File: src/rtl/holy_core_pkg.sv
// Shared definitions for the holy core peripherals: AXI-Lite slave states,
// response codes and the interrupt gateway register map.
package holy_core_pkg;

  typedef enum logic [1:0] {
    IDLE,
    LITE_SENDING_READ_DATA,
    LITE_RECEIVING_WRITE_DATA,
    LITE_SENDING_WRITE_RES
  } axi_state_slave_t;

  localparam logic [1:0] RESP_OKAY   = 2'b00;
  localparam logic [1:0] RESP_SLVERR = 2'b10;

  localparam logic [31:0] GW_TRIGGER = 32'h0;
  localparam logic [31:0] GW_PENDING = 32'h4;
  localparam logic [31:0] GW_RAW     = 32'h8;

  function automatic logic gw_addr_hit(input logic [31:0] addr);
    return (addr == GW_TRIGGER) || (addr == GW_PENDING) || (addr == GW_RAW);
  endfunction

endpackage

File: src/rtl/axi_lite_if.sv
// Minimal 32-bit AXI-Lite bundle; the slave modport is the register-target view.
interface axi_lite_if;
  logic [31:0] awaddr;
  logic        awvalid;
  logic        awready;
  logic [31:0] wdata;
  logic [3:0]  wstrb;
  logic        wvalid;
  logic        wready;
  logic [1:0]  bresp;
  logic        bvalid;
  logic        bready;
  logic [31:0] araddr;
  logic        arvalid;
  logic        arready;
  logic [31:0] rdata;
  logic [1:0]  rresp;
  logic        rvalid;
  logic        rready;

  modport slave (
    input  awaddr, awvalid, wdata, wstrb, wvalid, bready, araddr, arvalid, rready,
    output awready, wready, bresp, bvalid, arready, rdata, rresp, rvalid
  );
endinterface

File: src/rtl/holy_irq_sync.sv
// Two-flop synchroniser for asynchronous inputs, cleared by a synchronous active-low reset.
module holy_irq_sync #(
  parameter int WIDTH = 1
) (
  input  logic             clk,
  input  logic             rst_n,
  input  logic [WIDTH-1:0] d,
  output logic [WIDTH-1:0] q
);

  logic [WIDTH-1:0] meta;

  always_ff @(posedge clk) begin
    if (!rst_n) begin
      meta <= '0;
      q    <= '0;
    end else begin
      meta <= d;
      q    <= meta;
    end
  end

endmodule

File: src/rtl/holy_irq_gateway.sv
// Interrupt gateway ahead of holy_plic: synchronises irq lines, applies per-source
// level/edge mode and exposes TRIGGER/PENDING/RAW over AXI-Lite.
module holy_irq_gateway
  import holy_core_pkg::*;
#(
  parameter int NUM_IRQS = 5
) (
  input  logic                clk,
  input  logic                rst_n,
  input  logic [NUM_IRQS-1:0] irq_in,
  axi_lite_if.slave           s_axi_lite,
  output logic [NUM_IRQS-1:0] irq_o
);

  logic [NUM_IRQS-1:0] sync_q;
  logic [NUM_IRQS-1:0] prev_q;
  logic [NUM_IRQS-1:0] trigger_q;
  logic [NUM_IRQS-1:0] pending_q;
  logic [NUM_IRQS-1:0] rise;
  logic [NUM_IRQS-1:0] w1c_mask;
  logic [NUM_IRQS-1:0] trigger_next;
  logic [NUM_IRQS-1:0] pending_next;

  axi_state_slave_t state;
  logic [31:0]      addr_q;
  logic [31:0]      rdata_q;
  logic [1:0]       rresp_q;
  logic [1:0]       bresp_q;
  logic [31:0]      rd_word;
  logic [1:0]       rd_resp;
  logic             wr_fire;
  logic             unused_axi;

  holy_irq_sync #(.WIDTH(NUM_IRQS)) u_sync (
    .clk   (clk),
    .rst_n (rst_n),
    .d     (irq_in),
    .q     (sync_q)
  );

  assign rise    = sync_q & ~prev_q;
  assign wr_fire = (state == LITE_RECEIVING_WRITE_DATA) && s_axi_lite.wvalid;
  assign irq_o   = (trigger_q & pending_q) | (~trigger_q & sync_q);

  // Masking with the new trigger keeps pending clear for every level-mode source.
  always_comb begin
    w1c_mask     = '0;
    trigger_next = trigger_q;
    if (wr_fire && (addr_q == GW_PENDING)) w1c_mask = s_axi_lite.wdata[NUM_IRQS-1:0];
    if (wr_fire && (addr_q == GW_TRIGGER)) trigger_next = s_axi_lite.wdata[NUM_IRQS-1:0];
    pending_next = ((pending_q & ~w1c_mask) | (rise & trigger_q)) & trigger_next;
  end

  always_comb begin
    rd_word = '0;
    rd_resp = RESP_OKAY;
    case (s_axi_lite.araddr)
      GW_TRIGGER: rd_word[NUM_IRQS-1:0] = trigger_q;
      GW_PENDING: rd_word[NUM_IRQS-1:0] = pending_q;
      GW_RAW:     rd_word[NUM_IRQS-1:0] = sync_q;
      default: begin
        rd_word = 32'hFFFF_FFFF;
        rd_resp = RESP_SLVERR;
      end
    endcase
  end

  always_ff @(posedge clk) begin
    if (!rst_n) begin
      prev_q    <= '0;
      trigger_q <= '0;
      pending_q <= '0;
    end else begin
      prev_q    <= sync_q;
      trigger_q <= trigger_next;
      pending_q <= pending_next;
    end
  end

  // Read data is captured at address acceptance so it holds still under backpressure.
  always_ff @(posedge clk) begin
    if (!rst_n) begin
      state   <= IDLE;
      addr_q  <= '0;
      rdata_q <= '0;
      rresp_q <= RESP_OKAY;
      bresp_q <= RESP_OKAY;
    end else begin
      case (state)
        IDLE: begin
          if (s_axi_lite.arvalid) begin
            addr_q  <= s_axi_lite.araddr;
            rdata_q <= rd_word;
            rresp_q <= rd_resp;
            state   <= LITE_SENDING_READ_DATA;
          end else if (s_axi_lite.awvalid) begin
            addr_q <= s_axi_lite.awaddr;
            state  <= LITE_RECEIVING_WRITE_DATA;
          end
        end
        LITE_SENDING_READ_DATA: begin
          if (s_axi_lite.rready) state <= IDLE;
        end
        LITE_RECEIVING_WRITE_DATA: begin
          if (s_axi_lite.wvalid) begin
            bresp_q <= gw_addr_hit(addr_q) ? RESP_OKAY : RESP_SLVERR;
            state   <= LITE_SENDING_WRITE_RES;
          end
        end
        LITE_SENDING_WRITE_RES: begin
          if (s_axi_lite.bready) state <= IDLE;
        end
        default: state <= IDLE;
      endcase
    end
  end

  assign s_axi_lite.arready = rst_n && (state == IDLE);
  assign s_axi_lite.awready = rst_n && (state == IDLE) && !s_axi_lite.arvalid;
  assign s_axi_lite.rvalid  = rst_n && (state == LITE_SENDING_READ_DATA);
  assign s_axi_lite.rdata   = s_axi_lite.rvalid ? rdata_q : '0;
  assign s_axi_lite.rresp   = s_axi_lite.rvalid ? rresp_q : RESP_OKAY;
  assign s_axi_lite.wready  = rst_n && (state == LITE_RECEIVING_WRITE_DATA);
  assign s_axi_lite.bvalid  = rst_n && (state == LITE_SENDING_WRITE_RES);
  assign s_axi_lite.bresp   = s_axi_lite.bvalid ? bresp_q : RESP_OKAY;

  assign unused_axi = ^{s_axi_lite.wstrb, s_axi_lite.wdata};

endmodule
File: src/flat_wrapper.sv
// flat-port wrapper written by rule: the top's interface ports become plain ports
module holy_irq_gateway_flat import holy_core_pkg::*;
#(
  parameter int NUM_IRQS = 5
)
  (clk, rst_n, irq_in, irq_o, s_axi_lite_awaddr, s_axi_lite_awvalid, s_axi_lite_wdata, s_axi_lite_wstrb, s_axi_lite_wvalid, s_axi_lite_bready, s_axi_lite_araddr, s_axi_lite_arvalid, s_axi_lite_rready, s_axi_lite_awready, s_axi_lite_wready, s_axi_lite_bresp, s_axi_lite_bvalid, s_axi_lite_arready, s_axi_lite_rdata, s_axi_lite_rresp, s_axi_lite_rvalid);
  axi_lite_if s_axi_lite_i ();
  input  logic clk;
  input  logic rst_n;
  input  logic [NUM_IRQS-1:0] irq_in;
  output logic [NUM_IRQS-1:0] irq_o;
  input wire logic [$bits(s_axi_lite_i.awaddr)-1:0] s_axi_lite_awaddr;
  input wire logic [$bits(s_axi_lite_i.awvalid)-1:0] s_axi_lite_awvalid;
  input wire logic [$bits(s_axi_lite_i.wdata)-1:0] s_axi_lite_wdata;
  input wire logic [$bits(s_axi_lite_i.wstrb)-1:0] s_axi_lite_wstrb;
  input wire logic [$bits(s_axi_lite_i.wvalid)-1:0] s_axi_lite_wvalid;
  input wire logic [$bits(s_axi_lite_i.bready)-1:0] s_axi_lite_bready;
  input wire logic [$bits(s_axi_lite_i.araddr)-1:0] s_axi_lite_araddr;
  input wire logic [$bits(s_axi_lite_i.arvalid)-1:0] s_axi_lite_arvalid;
  input wire logic [$bits(s_axi_lite_i.rready)-1:0] s_axi_lite_rready;
  output wire logic [$bits(s_axi_lite_i.awready)-1:0] s_axi_lite_awready;
  output wire logic [$bits(s_axi_lite_i.wready)-1:0] s_axi_lite_wready;
  output wire logic [$bits(s_axi_lite_i.bresp)-1:0] s_axi_lite_bresp;
  output wire logic [$bits(s_axi_lite_i.bvalid)-1:0] s_axi_lite_bvalid;
  output wire logic [$bits(s_axi_lite_i.arready)-1:0] s_axi_lite_arready;
  output wire logic [$bits(s_axi_lite_i.rdata)-1:0] s_axi_lite_rdata;
  output wire logic [$bits(s_axi_lite_i.rresp)-1:0] s_axi_lite_rresp;
  output wire logic [$bits(s_axi_lite_i.rvalid)-1:0] s_axi_lite_rvalid;
  assign s_axi_lite_i.awaddr = s_axi_lite_awaddr;
  assign s_axi_lite_i.awvalid = s_axi_lite_awvalid;
  assign s_axi_lite_i.wdata = s_axi_lite_wdata;
  assign s_axi_lite_i.wstrb = s_axi_lite_wstrb;
  assign s_axi_lite_i.wvalid = s_axi_lite_wvalid;
  assign s_axi_lite_i.bready = s_axi_lite_bready;
  assign s_axi_lite_i.araddr = s_axi_lite_araddr;
  assign s_axi_lite_i.arvalid = s_axi_lite_arvalid;
  assign s_axi_lite_i.rready = s_axi_lite_rready;
  assign s_axi_lite_awready = s_axi_lite_i.awready;
  assign s_axi_lite_wready = s_axi_lite_i.wready;
  assign s_axi_lite_bresp = s_axi_lite_i.bresp;
  assign s_axi_lite_bvalid = s_axi_lite_i.bvalid;
  assign s_axi_lite_arready = s_axi_lite_i.arready;
  assign s_axi_lite_rdata = s_axi_lite_i.rdata;
  assign s_axi_lite_rresp = s_axi_lite_i.rresp;
  assign s_axi_lite_rvalid = s_axi_lite_i.rvalid;
  holy_irq_gateway #(.NUM_IRQS(NUM_IRQS)) u_core (.clk(clk), .rst_n(rst_n), .irq_in(irq_in), .s_axi_lite(s_axi_lite_i), .irq_o(irq_o));
endmodule
File: config.mk
export PLATFORM = sky130hd
export DESIGN_NAME = holy_irq_gateway_flat
export DESIGN_NICKNAME = d
export VERILOG_FILES = /design/src/rtl/holy_core_pkg.sv /design/src/rtl/axi_lite_if.sv /design/src/rtl/holy_irq_sync.sv /design/src/rtl/holy_irq_gateway.sv /design/src/flat_wrapper.sv
export SDC_FILE = /design/constraint.sdc
export NUM_CORES = 1
export LEC_CHECK = 0
export CORE_UTILIZATION = 41
export CTS_CLUSTER_DIAMETER = 60
export DETAILED_ROUTE_END_ITERATION = 16
export PLACE_DENSITY = 0.78
export SLEW_MARGIN = 20
export SYNTH_ARGS = -nofsm -noshare
export SYNTH_HDL_FRONTEND = slang
export SYNTH_SLANG_ARGS = --single-unit
File: constraint.sdc
create_clock -name clk -period 2.7 [get_ports clk]
set_input_delay 0.405 -clock clk [delete_from_list [all_inputs] [get_ports clk]]
set_output_delay 0.405 -clock clk [all_outputs]
set_load 0.005 [all_outputs]
==> key figures <==
Run status
  – Outcome: completed

CTS
  – Num CTS Buffers: 9
  – Clock sink total: 66
  – Clk buf depth: 2
  – Clock H-tree levels: 3
  – TritonCTS clock tree: built
  – CTS Hold Buffers Added: 0
  – Clock latency on the worst-skew pair: roughly 340 ps
  – Post-CTS Setup Repair Bufs: 0
  – Reg clk slew, reported paths: about 70 ps
  – PostCTS Resize Cnt: 0
  – Clk root buf: clkbuf_8

STA
  – RSZ-0062 raised after global routing: false
  – Fin crit share: 0.902
  – Fin Setup TNS: 0 ps
  – Clock skew: 5.58 ps
  – Worst Tran Pin Value: 582 ps
  – Clock period minus worst slack: around 2400 ps
  – Final slew viol count: 0
  – Setup Viol. Count Final: 0
  – Relative slew margins: 0.612
  – Hold Vio Cnt, Final: 0
  – F_max: 0.411 GHz

Power and ir drop
  – Comb pwr share: 0.188
  – Net Sw Power: 608 uW
  – Sequential share of power: 0.469
  – Leak: 0.00213 uW
  – Int Power: roughly 1800 uW
  – Clk pwr share: 0.343
  – Switching Share: 0.255
  – Peak VDD IR: between 300 and 400 uV
  – Pwr dens: 511 nW/um^2

Min path
  – Hold endpoint: u_core.state[0]
  – Hold_sp: rst_n
  – Min-Delay Path Depth: 2
  – Class of the worst hold path: in2reg

GRT
  – Vias in the first global route: 2684
  – Global Route Usage Sum: 0.182
  – First-pass GRT wire length: 12200 um
  – Initial antenna violation count: 0
  – Global route total overflow: 0
  – Pin count of the biggest net entering global routing: 66

Routing
  – Avg WL per Cell: 13.6 um
  – Vias/cell: 5.08
  – DRC: 0
  – Initial DRC Count: 74
  – ANT nets after route: 0
  – DR pass1 iterations: 4
  – Total number of vias: between 2000 and 3000
  – Routed wire length: 7560 um

Worst setup path
  – CP max FO: 28
  – Crit end category: output pin
  – Reg-to-Reg Start: u_core.addr_q[5]
  – WP data arrival: 2030 ps
  – Max stage delay cell, worst path: clkdlybuf4s50_1
  – Setup crit start: u_core.state[0]
  – Crit Path Category: reg2out
  – Worst R2R Setup Slack: 610 ps
  – RR Endpoint: u_core.pending_q[2]
  – Buf/Inv on CP: 2
  – Critical-path cell list: nand2_1, nor2_1, and2_1, buf_4, clkdlybuf4s50_1
  – Family with the most delay on the worst path: buffers and inverters
  – Required @ worst endpoint: 2300 ps
  – R2R cell count: 5
  – Crit-path max cell delay: 560 ps
  – Crit path launch type: register

Logic synthesis
  – Synth area leaders: dfxtp_1 39%, o211a_1 10%, mux2i_1 9.8%, buf_4 6.7%, nand2_1 5.2%
  – Async set-or-reset flop fraction in the synthesized netlist: 0
  – Yosys warns: 0
  – Main synth FF type: dfxtp_1
  – EDFF count, synth: 0
  – Cells after Synth: 359
  – Post-Syn Area: between 3000 and 4000 sq um
  – Post-synth top area cell: dfxtp_1
  – Syn_area_per_cell: ~9.4 sq um
  – FF+latch count, synth: 66
  – Cell variety after synth: 41
  – Synth top area share: 0.392
  – Seq/Total Area, Yosys: 0.392

Floorplanning
  – Die Span X: 92.7 um
  – Die ar.: 8590 sq um
  – I/O Pins: 158
  – Cell row count: 32
  – Core area: 7850 sq um
  – Die Y: 92.7 um
  – Starting Density: 0.430

Place
  – Port buffer count: between 100 and 150
  – DP HPWL: between 5000 and 6000 um
  – Post-place instance area: 4470 sq um
  – Final GP Congestion: 0.804

Layout
  – Number of diodes: 0
  – Fin nets: around 560
  – Design area: 4660 sq um
  – Synth-to-layout area growth: 38.3%
  – Layout fillers: ~700
  – Share of cells above drive strength 1: 0.0879

Run
  – Max Cap Viol: 0
## through the flow
stage | hold WS (ps) | std cells | total power (uW) | utilization | setup WS, ps
CTS | 347 | 557 | 2410 | 0.594 | 101
floorplan | 412 | 360 | 1380 | - | 260
global route | 348 | 557 | 2500 | 0.594 | 96.4
detailed placement | 422 | 541 | 1590 | 0.569 | 113
global placement | 418 | 541 | 1570 | 0.569 | 147
finish | 350 | 557 | 2380 | 0.594 | 265
## layout make-up
cell class	count	area (sq um)	area share
Inverter	7	26.3	0.00564
Multi-Input combinational cell	236	1710	0.368
Tap cell	102	128	0.0274
Clock buffer	11	141	0.0303
Timing Repair Buffer	130	1280	0.274
Sequential cell	66	1320	0.284
Clock inverter	5	53.8	0.0115
## registers in the layout, summed over array words and instances (netlist names)
signal / flops
u_core.bresp_q: 1
u_core.prev_q: 5
u_core.u_sync.meta: 5
u_core.pending_q: 5
u_core.state: 2
u_core.u_sync.q: 5
u_core.trigger_q: 5
u_core.rdata_q: 6
u_core.addr_q: 32
## power groups by stage
stage / combinational (uW) / sequential [uW] / clock, uW
6_report: 448 / 1120 / 817
3_3_place_gp: 441 / 1130 / 0
2_1_floorplan: 266 / 1120 / 0
3_5_place_dp: 452 / 1140 / 0
4_1_cts: 453 / 1120 / 838
5_1_grt: 493 / 1130 / 884
## how the worst max path moves through the flow
stage                                      end  slack, ps  cells past startpoint
after floorplan           s_axi_lite_rdata[10]        260                      6
after global placement       u_core.rdata_q[2]        150                      6
after detailed placement     u_core.rdata_q[1]        110                      6
after CTS                 s_axi_lite_rdata[26]        100                      5
after global routing      s_axi_lite_rdata[26]        100                      5
final                     s_axi_lite_rdata[26]        270                      5
## cell families after synthesis
group,after synthesis,share of synthesized area
buffers and inverters,58,0.101
muxes,44,0.135
AOI/OAI and AO/OA,61,0.155
other,1,0.00111
and+or+nand+nor,129,0.216
DFF,66,0.392
## cell usage in the layout, fill, tap and decap left out, types with 2 or more instances in the layout
master,instances
conb_1,2
clkdlybuf4s50_1,122
and2_1,24
and3_1,2
or4_1,2
clkbuf_8,10
nor4_1,11
nand2_1,47
nand3b_1,6
nand4_1,4
a311oi_1,7
buf_4,6
a21oi_1,5
dfxtp_1,65
mux2_2,7
buf_2,2
a22oi_1,3
clkinv_2,3
inv_1,7
nor4_2,2
o21ai_0,8
o211a_1,35
mux2_1,4
nor2b_1,6
mux2i_1,33
nor2_1,13
## metal layers
| layer | part of all wire | track usage | up-vias | wire, um |
|---|---|---|---|---|
| met3 | 0.058 | 0.0386 | 16 | 437 |
| met2 | 0.49 | 0.317 | 113 | 3690 |
| met1 | 0.43 | 0.209 | 1273 | 3250 |
| met5 | 0 | 0 | - | 0 |
| met4 | 0.025 | 0.0910 | 0 | 187 |
| li1 | - | - | 1429 | - |
## synthesized netlist by cell type, types with 7 or more instances
master     n
nor4_1    11
nor2_1    13
a311oi_1   7
mux2i_1   33
mux2_2     7
inv_1      7
o211a_1   35
nand2_1   47
clkbuf_1  13
buf_4     30
and2_1    24
o21ai_0    8
dfxtp_1   66
Note: power is estimated with default switching activity, not from simulation.
